### src/rtl/fetch_unit.sv
// Instruction-fetch stage with IF/ID pipeline register.
// Keeps at most one imem request outstanding and buffers one returned
// instruction while ID is stalled. EX redirects flush both the in-flight
// response and the buffered instruction.
module fetch_unit #(
    parameter int unsigned INST_WIDTH = 32,
    parameter int unsigned ADDR_WIDTH = 32,
    parameter logic [ADDR_WIDTH-1:0] RESET_PC = ADDR_WIDTH'(32'h0000_0000),
    parameter logic [INST_WIDTH-1:0] NOP_INST = INST_WIDTH'(32'h0000_0013)
) (
    input  logic                  clk,
    input  logic                  rst_n,
    // instruction memory request/response
    output logic                  imem_req,
    output logic [ADDR_WIDTH-1:0] imem_addr,
    input  logic                  imem_ready,
    input  logic                  imem_rvalid,
    input  logic [INST_WIDTH-1:0] imem_rdata,
    // redirect from EX
    input  logic                  redirect_valid,
    input  logic [ADDR_WIDTH-1:0] redirect_pc,
    // hazard unit
    input  logic                  stall,
    // IF/ID register towards the decoder
    output logic [INST_WIDTH-1:0] if_id_inst,
    output logic [ADDR_WIDTH-1:0] if_id_pc,
    output logic                  if_id_valid
);

    typedef enum logic [1:0] {
        StIdle,
        StReq,
        StWait,
        StHold
    } state_e;

    state_e                state_q, state_d;
    logic [ADDR_WIDTH-1:0] pc_q, pc_d;
    logic [ADDR_WIDTH-1:0] req_pc_q, req_pc_d;
    logic                  discard_q, discard_d;
    logic                  buf_valid_q, buf_valid_d;
    logic [INST_WIDTH-1:0] buf_inst_q, buf_inst_d;
    logic [ADDR_WIDTH-1:0] buf_pc_q, buf_pc_d;
    logic [INST_WIDTH-1:0] if_id_inst_q, if_id_inst_d;
    logic [ADDR_WIDTH-1:0] if_id_pc_q, if_id_pc_d;
    logic                  if_id_valid_q, if_id_valid_d;

    logic                  accept;
    logic                  id_free;
    logic [ADDR_WIDTH-1:0] redirect_aligned;
    logic                  unused_redirect_lsbs;

    assign imem_req    = (state_q == StReq);
    assign imem_addr   = pc_q;
    assign if_id_inst  = if_id_inst_q;
    assign if_id_pc    = if_id_pc_q;
    assign if_id_valid = if_id_valid_q;

    assign accept  = imem_req && imem_ready;
    // ID takes a new instruction unless it is stalled on a real one.
    assign id_free = !stall || !if_id_valid_q;

    // Instructions are word aligned; the low target bits are dropped.
    assign redirect_aligned     = {redirect_pc[ADDR_WIDTH-1:2], 2'b00};
    assign unused_redirect_lsbs = ^redirect_pc[1:0];

    // Next-state logic for the FSM, PC, buffer and IF/ID register.
    always_comb begin
        state_d       = state_q;
        pc_d          = pc_q;
        req_pc_d      = req_pc_q;
        discard_d     = discard_q;
        buf_valid_d   = buf_valid_q;
        buf_inst_d    = buf_inst_q;
        buf_pc_d      = buf_pc_q;
        if_id_inst_d  = if_id_inst_q;
        if_id_pc_d    = if_id_pc_q;
        if_id_valid_d = if_id_valid_q;

        // ID consumed whatever it held: bubble unless something new lands below.
        if (!stall) begin
            if_id_valid_d = 1'b0;
            if_id_inst_d  = NOP_INST;
        end

        case (state_q)
            StIdle: begin
                state_d = StReq;
            end
            StReq: begin
                if (accept) begin
                    req_pc_d = pc_q;
                    pc_d     = pc_q + ADDR_WIDTH'(4);
                    state_d  = StWait;
                end
            end
            StWait: begin
                if (imem_rvalid) begin
                    if (discard_q) begin
                        discard_d = 1'b0;
                        state_d   = StReq;
                    end else if (id_free) begin
                        if_id_inst_d  = imem_rdata;
                        if_id_pc_d    = req_pc_q;
                        if_id_valid_d = 1'b1;
                        state_d       = StReq;
                    end else begin
                        buf_inst_d  = imem_rdata;
                        buf_pc_d    = req_pc_q;
                        buf_valid_d = 1'b1;
                        state_d     = StHold;
                    end
                end
            end
            StHold: begin
                if (!stall) begin
                    if_id_inst_d  = buf_inst_q;
                    if_id_pc_d    = buf_pc_q;
                    if_id_valid_d = 1'b1;
                    buf_valid_d   = 1'b0;
                    state_d       = StReq;
                end
            end
            default: begin
                state_d = StIdle;
            end
        endcase

        // Redirect wins over everything, including stall.
        if (redirect_valid) begin
            pc_d          = redirect_aligned;
            if_id_valid_d = 1'b0;
            if_id_inst_d  = NOP_INST;
            buf_valid_d   = 1'b0;
            case (state_q)
                StReq: begin
                    if (accept) begin
                        // The stale address went out; its response must be dropped.
                        state_d   = StWait;
                        discard_d = 1'b1;
                    end else begin
                        state_d = StReq;
                    end
                end
                StWait: begin
                    if (imem_rvalid) begin
                        state_d   = StReq;
                        discard_d = 1'b0;
                    end else begin
                        state_d   = StWait;
                        discard_d = 1'b1;
                    end
                end
                default: begin
                    state_d = StReq;
                end
            endcase
        end
    end

    // State, PC and pipeline registers.
    always_ff @(posedge clk or negedge rst_n) begin
        if (!rst_n) begin
            state_q       <= StIdle;
            pc_q          <= RESET_PC;
            req_pc_q      <= '0;
            discard_q     <= 1'b0;
            buf_valid_q   <= 1'b0;
            buf_inst_q    <= NOP_INST;
            buf_pc_q      <= '0;
            if_id_inst_q  <= NOP_INST;
            if_id_pc_q    <= '0;
            if_id_valid_q <= 1'b0;
        end else begin
            state_q       <= state_d;
            pc_q          <= pc_d;
            req_pc_q      <= req_pc_d;
            discard_q     <= discard_d;
            buf_valid_q   <= buf_valid_d;
            buf_inst_q    <= buf_inst_d;
            buf_pc_q      <= buf_pc_d;
            if_id_inst_q  <= if_id_inst_d;
            if_id_pc_q    <= if_id_pc_d;
            if_id_valid_q <= if_id_valid_d;
        end
    end

endmodule

### config.mk
export PLATFORM = sky130hd
export DESIGN_NAME = fetch_unit
export DESIGN_NICKNAME = d
export VERILOG_FILES = /design/src/rtl/fetch_unit.sv
export SDC_FILE = /design/constraint.sdc
export NUM_CORES = 1
export LEC_CHECK = 0
export BUFFER_PORTS_ARGS = -buffer_cell sky130_fd_sc_hd__clkbuf_2
export CORE_MARGIN = 4
export CORE_UTILIZATION = 56
export DETAILED_ROUTE_END_ITERATION = 12
export PLACE_DENSITY_LB_ADDON = 0.3
export SETUP_SLACK_MARGIN = 0.15
export SLEW_MARGIN = 25
export SYNTH_ARGS = -nofsm -noshare
export SYNTH_HDL_FRONTEND = slang
export SYNTH_SLANG_ARGS = --single-unit
### constraint.sdc
create_clock -name clk -period 2.01 [get_ports clk]
set_input_delay 0.5025 -clock clk [delete_from_list [all_inputs] [get_ports clk]]
set_output_delay 0.5025 -clock clk [all_outputs]
set_load 0.01 [all_outputs]
==> results of run 1 <==
cell type report:
| cell class | instances | share of cell area |
|---|---|---|
| inverter | 37 | 0.01226 |
| sequential | 188 | 0.4160 |
| clock inverter | 6 | 0.009501 |
| tap | 216 | 0.02386 |
| timing repair buffer | 218 | 0.1365 |
| clock buffer | 25 | 0.04463 |
| multi-input combinational | 549 | 0.3572 |
cell usage after synthesis, drive strengths merged:
library cell / n / share of area
a311o: 1 / 0.0011
a311oi: 1 / 0.00097
nand2b: 32 / 0.022
buf: 27 / 0.020
ha: 4 / 0.0055
nor2: 7 / 0.0032
mux2i: 60 / 0.066
nand4: 14 / 0.0097
o211ai: 1 / 0.00083
o21ai: 67 / 0.037
inv: 37 / 0.015
a32o: 1 / 0.0011
nor3: 4 / 0.0035
nor3b: 1 / 0.00083
mux2: 90 / 0.11
xnor2: 9 / 0.0087
a31oi: 34 / 0.024
nand3: 12 / 0.0080
dfstp: 6 / 0.017
and4: 1 / 0.00097
a21oi: 33 / 0.018
nand3b: 2 / 0.0017
and2: 2 / 0.0014
a211oi: 30 / 0.025
dfrtp: 182 / 0.50
nor4: 3 / 0.0037
conb: 1 / 0.00041
nand2: 108 / 0.045
and3: 3 / 0.0021
xor2: 20 / 0.019
or2: 1 / 0.00069
clkbuf: 34 / 0.015
dlygate4sd1: 1 / 0.00097
nor2b: 4 / 0.0028
metrics by stage:
stage / hold slack [ns] / instances
after floorplan: 0.2069 / 836
after global placement: 0.4530 / 1195
after detailed placement: 0.4567 / 1195
after CTS: 0.2607 / 1230
after global routing: 0.2797 / 1239
final: 0.2780 / 1239
worst register-to-register path, stage by stage, from the launching register on:
cell	delay (ns)
dfrtp_1	0.40
buf_4	0.17
ha_4	0.17
buf_12	0.17
nor2b_2	0.20
buf_6	0.17
a31oi_1	0.15
a21oi_1	0.06
a211oi_1	0.28
metal layers:
| layer | vias to the layer above | track usage |
|---|---|---|
| met5 | - | 0 |
| met4 | 0 | 0.07055 |
| met3 | 27 | 0.05030 |
| met2 | 252 | 0.3922 |
| met1 | 3422 | 0.3222 |
| li1 | 3254 | - |
kinds of logic after synthesis:
family / share of synthesized area
flip-flops: 0.5214
other: 0.0004149
adder cells (fa/ha/maj): 0.005538
buffers and inverters: 0.05192
AO/OA/AOI/OAI: 0.1085
AND/OR/NAND/NOR: 0.1055
XOR/XNOR: 0.02811
multiplexers: 0.1786
power by group through the flow:
stage                     Clock (mW)  Combinational [mW]  Sequential, mW
after floorplan                    0                2.54            5.70
after global placement             0                4.23            5.54
after detailed placement           0                4.36            5.60
after CTS                       3.54                4.44            5.54
after global routing            3.70                5.12            5.70
final                           3.50                4.67            5.57
cell usage in the layout (no fill, tap or decap), drive strengths merged, types with 2 or more instances in the layout:
cell	count
mux2i	60
nand3	12
conb	4
xnor2	9
inv	37
mux2	90
a31oi	34
o21ai	67
nor3	4
and3	3
nand3b	2
nand2	108
bufinv	3
and2	2
dfstp	6
nor2	7
xor2	20
buf	53
a211oi	30
dfrtp	182
nor2b	4
clkbuf	188
nand2b	32
nor4	3
ha	4
clkinv	2
a21oi	33
nand4	14
what timing repair did:
item	4_1_cts	5_1_grt
gates cloned	1	3
hold buffers	1	0
resized for setup	11	40
pin swaps	4	10
buffers inserted	2	6
hold endpoints to repair	9	0
endpoints found under the setup margin	72	96
state kept, by name (all words and copies together), names as in the netlist:
| signal | flops |
|---|---|
| discard_q | 1 |
| if_id_valid | 1 |
| buf_inst_q | 32 |
| buf_pc_q | 30 |
| if_id_inst | 32 |
| state_q | 2 |
| req_pc_q | 30 |
| if_id_pc | 30 |
| imem_addr | 30 |
worst paths after layout:
kind	from	to	slack, ns	depth (start not counted)
max	state_q[1]	if_id_inst[14]	0.13	8
min in group asynchronous	rst_n	buf_inst_q[21]	0.57	2
max reg2reg	state_q[1]	if_id_inst[14]	0.13	8
min	redirect_pc[17]	imem_addr[17]	0.28	3
max in group asynchronous	rst_n	buf_inst_q[4]	0.76	3
min reg2reg	if_id_pc[30]	if_id_pc[30]	0.48	2
==> impl_metrics.py, run 1 <==
metrics = {
    "clock_network": {
        "htree_levels": 4,
        "cts_buffers": 17,
        "clock_path_buffers": 2,
        "clock_sinks": 188,
        "clock-root-buffer": "clkbuf_16",
        "cts_tree": "yes",
        "path_clk_slew_ns": 0.06,
        "insertion_delay_ns": 0.43,
    },
    "power_and_ir_drop": {
        "clockPowerShare": 0.255,
        "p_seq_frac": 0.405,
        "intPower_mw": 9.160,
        "comb_power_share": 0.340,
        "p_leak_nw": 5.426,
        "irDropWorstVdd_mv": 0.8327,
        "powerDensity_mw_per_mm2": 1213,
        "p_sw_frac": 0.3332,
        "total_power_mw": 13.74,
        "switchingPower_mw": 4.578,
    },
    "timing": {
        "setup_viol": 0,
        "hold_viol": 0,
        "finalCritPeriodShare": 0.9359,
        "fin_skew_ns": 0.005037,
        "maxSlewViolCount": 0,
        "rsz0062_at_grt": "true",
        "setup_tns_ns": 0,
        "min_period_ns": 1.881,
        "fmax_ghz": 0.5316,
        "worst_slack_ns": 0.1289,
    },
    "global_route": {
        "track_usage": 0.2384,
        "globalRouteOverflowTotal": 0,
        "grt_first_pass_wirelength_mm": 34.59,
        "grt_pass1_vias": 6955,
        "grt_max_degree": 63,
        "grt_antenna_before_repair": 0,
    },
    "routing": {
        "wl_met3_mm": 1.311,
        "top_layer_used": "met4",
        "wire_per_inst_um": 17.92,
        "viasPerCell": 5.613,
        "wl_met1_mm": 9.585,
        "drt_iter0_drc": 426,
        "met2_length_mm": 10.95,
        "firstDrtPassIters": 5,
        "post-route-drc-count": 0,
        "vias": 6955,
        "wl_mm": 22.21,
        "ant_nets": 0,
    },
    "setup_path": {
        "path_cells": "buf_4, ha_4, buf_12, nor2b_2, buf_6, a31oi_1, a21oi_1, a211oi_1",
        "cp_slowest_cell": "dfrtp_1",
        "cp_top_family": "buffers and inverters",
        "cp_num_buf_inv": 3,
        "cp_data_arrival_time_ns": 2.20,
        "crit_type": "flop to flop",
        "crit_path_max_fanout": 38,
        "start_kind": "flop",
        "cp.required_ns": 2.33,
        "end_kind": "flop",
        "slowest_delay_ns": 0.40,
    },
    "die": {
        "ios": 168,
        "rows": 46,
        "die_h_um": 135.0,
        "dieArea_mm2": 0.01823,
        "die_w_um": 135.0,
        "core-area_mm2": 0.01583,
        "start_util": 0.5710,
    },
    "layout": {
        "syn2layout_area_growth_pct": 25.32,
        "ff_latch_area_mm2": 0.004712,
        "n_fill_cell": 1098,
        "layout-drive-gt1-share": 0.3578,
        "final_util": 0.7156,
        "multiInputGateArea_mm2": 0.004045,
        "fin_nets": 1085,
        "diodes": 0,
        "final_area_mm2": 0.01133,
    },
    "worst_hold_path": {
        "hold_path_class": "input port to flop",
    },
    "placed_design": {
        "io_buffers": 161,
        "dpl_cell_area_mm2": 0.01030,
        "dp_hpwl_mm": 14.05,
        "gp_congestion": 0.8357,
        "pre_cts_ws_ns": 0.01172,
    },
    "status": {
        "outcome": "complete, no violations",
    },
    "logic_synthesis": {
        "ys_types": 43,
        "synth-seq-cells": 188,
        "ys_warn_count": 0,
        "netlist_instances": 833,
        "yosysSeqAreaShare": 0.5214,
        "syn_area_mm2": 0.009037,
        "synth_area_per_cell_um2": 10.85,
    },
    "run": {
        "maxCapViolations": 0,
    },
}
Note: power is estimated with default switching activity, not from simulation.
==> inputs of run 2 (changes only) <==
--- a/config.mk
+++ b/config.mk
@@ -11,3 +11,3 @@
 export DETAILED_ROUTE_END_ITERATION = 12
-export PLACE_DENSITY_LB_ADDON = 0.3
+export PLACE_DENSITY = 0.8
 export SETUP_SLACK_MARGIN = 0.15
==> constraint.sdc (replaced) <==
create_clock -name clk -period 2.01 [get_ports clk]
set_input_delay 0.3015 -clock clk [delete_from_list [all_inputs] [get_ports clk]]
set_output_delay 0.3015 -clock clk [all_outputs]
set_load 0.01 [all_outputs]
==> run 2 against run 1 <==
Core utilization up 1.3 points. Count of clock-buffer cells in the layout is 4 lower. Register-to-register slack about the same. Critical path depth unchanged. Via count rose by 2.5%. Sequential cell count stayed put. Final area grew 1.8%. Power is 1.1% higher. Die area unchanged. Wire length increased by 7.7%. Sequential power grew 0.9%. Non-clock buffer count is 8 higher. Critical endpoint is now buf_inst_q[19].
==> impl_metrics.py, run 2 (synthesis gave the netlist of run 1 again) <==
metrics = {
    "clock_network": {
        "insertion_delay_ns": 0.44,
        "clock_path_buffers": 2,
        "clock-root-buffer": "clkbuf_16",
        "cts_buffers": 17,
        "path_clk_slew_ns": 0.07,
        "cts_tree": "yes",
        "htree_levels": 4,
        "clock_sinks": 188,
    },
    "timing": {
        "maxSlewViolCount": 0,
        "finalCritPeriodShare": 0.9415,
        "fmax_ghz": 0.5284,
        "min_period_ns": 1.893,
        "hold_viol": 0,
        "slew_headroom": 0.6335,
        "setup_viol": 0,
        "worst_pin_slew_ns": 0.5498,
        "hold_slack_ns": 0.06932,
        "setup_tns_ns": 0,
        "rsz0062_at_grt": "true",
        "fin_skew_ns": 0.01005,
    },
    "routing": {
        "firstDrtPassIters": 7,
        "post-route-drc-count": 0,
        "viasPerCell": 5.717,
        "wire_per_inst_um": 19.19,
        "wl_mm": 23.93,
        "vias": 7129,
        "ant_nets": 0,
        "drt_iter0_drc": 649,
    },
    "placed_design": {
        "dp.cells": 1194,
        "dp_hpwl_mm": 14.19,
        "dpl_cell_area_mm2": 0.01027,
        "gp_congestion": 0.8790,
        "io_buffers": 161,
    },
    "worst_hold_path": {
        "hold_path_class": "input port to flop",
    },
    "setup_path": {
        "cp.required_ns": 2.33,
        "reg2reg_to": "buf_inst_q[19]",
        "end_kind": "flop",
        "r2r_start": "state_q[1]",
        "worst_r2r_path_depth": 8,
        "cp-startpoint": "state_q[1]",
        "crit_top_cell": "buf_4",
        "start_kind": "flop",
        "slowest_delay_ns": 0.38,
        "cp_slowest_cell": "dfrtp_1",
        "endpoint": "buf_inst_q[19]",
        "crit_type": "flop to flop",
        "path_cells": "buf_4, ha_4, nor2b_4, nand2_2, nor2_4, buf_4, clkbuf_16, mux2_2",
        "cp_data_arrival_time_ns": 2.22,
        "crit_path_max_fanout": 10,
        "r2r_slack_ns": 0.12,
    },
    "layout": {
        "fin_nets": 1093,
        "syn2layout_area_growth_pct": 27.61,
        "layout-drive-gt1-share": 0.3715,
        "final_util": 0.7286,
        "final_area_mm2": 0.01153,
        "diodes": 0,
        "final_cell_mix": "dfrtp_1 (181), clkbuf_2 (159), nand2_1 (107)",
        "final_cells": 1247,
        "layout_commonest_cell": "dfrtp_1",
    },
    "power_and_ir_drop": {
        "p_leak_nw": 5.508,
        "irDropWorstVdd_mv": 0.7705,
        "powerDensity_mw_per_mm2": 1205,
    },
    "die": {
        "rows": 46,
        "start_util": 0.5710,
        "die_h_um": 135.0,
        "die_w_um": 135.0,
        "core-area_mm2": 0.01583,
        "ios": 168,
        "dieArea_mm2": 0.01823,
    },
    "global_route": {
        "grt_max_degree": 67,
        "globalRouteOverflowTotal": 0,
        "track_usage": 0.2402,
        "grt_pass1_vias": 6980,
        "grt_antenna_before_repair": 0,
        "grt_first_pass_wirelength_mm": 34.66,
    },
    "run": {
        "maxCapViolations": 0,
    },
    "status": {
        "outcome": "complete, no violations",
    },
}
==> run 2: cell types whose count changed in the layout (fill, tap and decap cells not counted), moves of 4 or more <==
cell,before,now
a211oi_2,2,6
nand3_2,0,4
a31oi_1,27,32
buf_12,16,12
mux2_4,12,37
a211oi_1,28,24
buf_4,32,36
clkbuf_16,20,24
mux2_2,78,53
a31oi_2,6,1
==> run 2: worst min-delay path by stage <==
stage	from	endpoint	cells past startpoint
detailed placement	rst_n	buf_inst_q[21]	1
CTS	redirect_pc[14]	imem_addr[14]	3
global placement	rst_n	if_id_inst[25]	1
floorplan	rst_n	buf_inst_q[10]	0
global route	redirect_pc[14]	imem_addr[14]	3
finish	redirect_pc[14]	imem_addr[14]	3
==> run 2: per-stage QoR <==
stage / total power, mW / setup WS [ns]
2_1_floorplan: 8.232 / 0.1506
3_3_place_gp: 9.720 / 0.1212
3_5_place_dp: 9.927 / 0.04773
4_1_cts: 13.52 / 0.1200
5_1_grt: 14.62 / 0.05998
6_report: 13.89 / 0.1175
==> run 2: layout make-up <==
class,instances,area (um2)
multi-input cells,549,4156
flip-flops and latches,188,4713
repair buffers,226,1644
inverters,37,138.9
clock inverters,10,138.9
well taps,216,270.3
clock buffers,21,470.5
fillers,1050,4295
==> run 2: per-layer routing <==
layer	global-route usage	vias up	wire, um
li1	-	3279	-
met3	0.05477	52	1601
met2	0.3944	316	11760
met1	0.3135	3482	9959
met5	0	-	0
met4	0.09183	0	608
==> run 2: report_power, final <==
group	switching [mW]	total, mW	internal (mW)
Clock	1.44	3.49	2.05
Combinational	2.53	4.78	2.25
Sequential	0.763	5.62	4.86
Total	4.73	13.9	9.16
==> run 2: repair_timing <==
item,in CTS,in global routing
endpoints found under the setup margin,58,144
pin swaps,5,6
hold endpoints to repair,48,0
hold buffers,1,0
buffers inserted,4,8
resized for setup,15,66
gates cloned,2,7
==> run 2: critical path: cells and delay by family (launching register included) <==
| kind | cells | cell delay, ns |
|---|---|---|
| fa+ha+maj | 1 | 0.13 |
| buf+inv | 3 | 0.49 |
| flops | 1 | 0.38 |
| mux | 1 | 0.34 |
| simple gates | 3 | 0.43 |
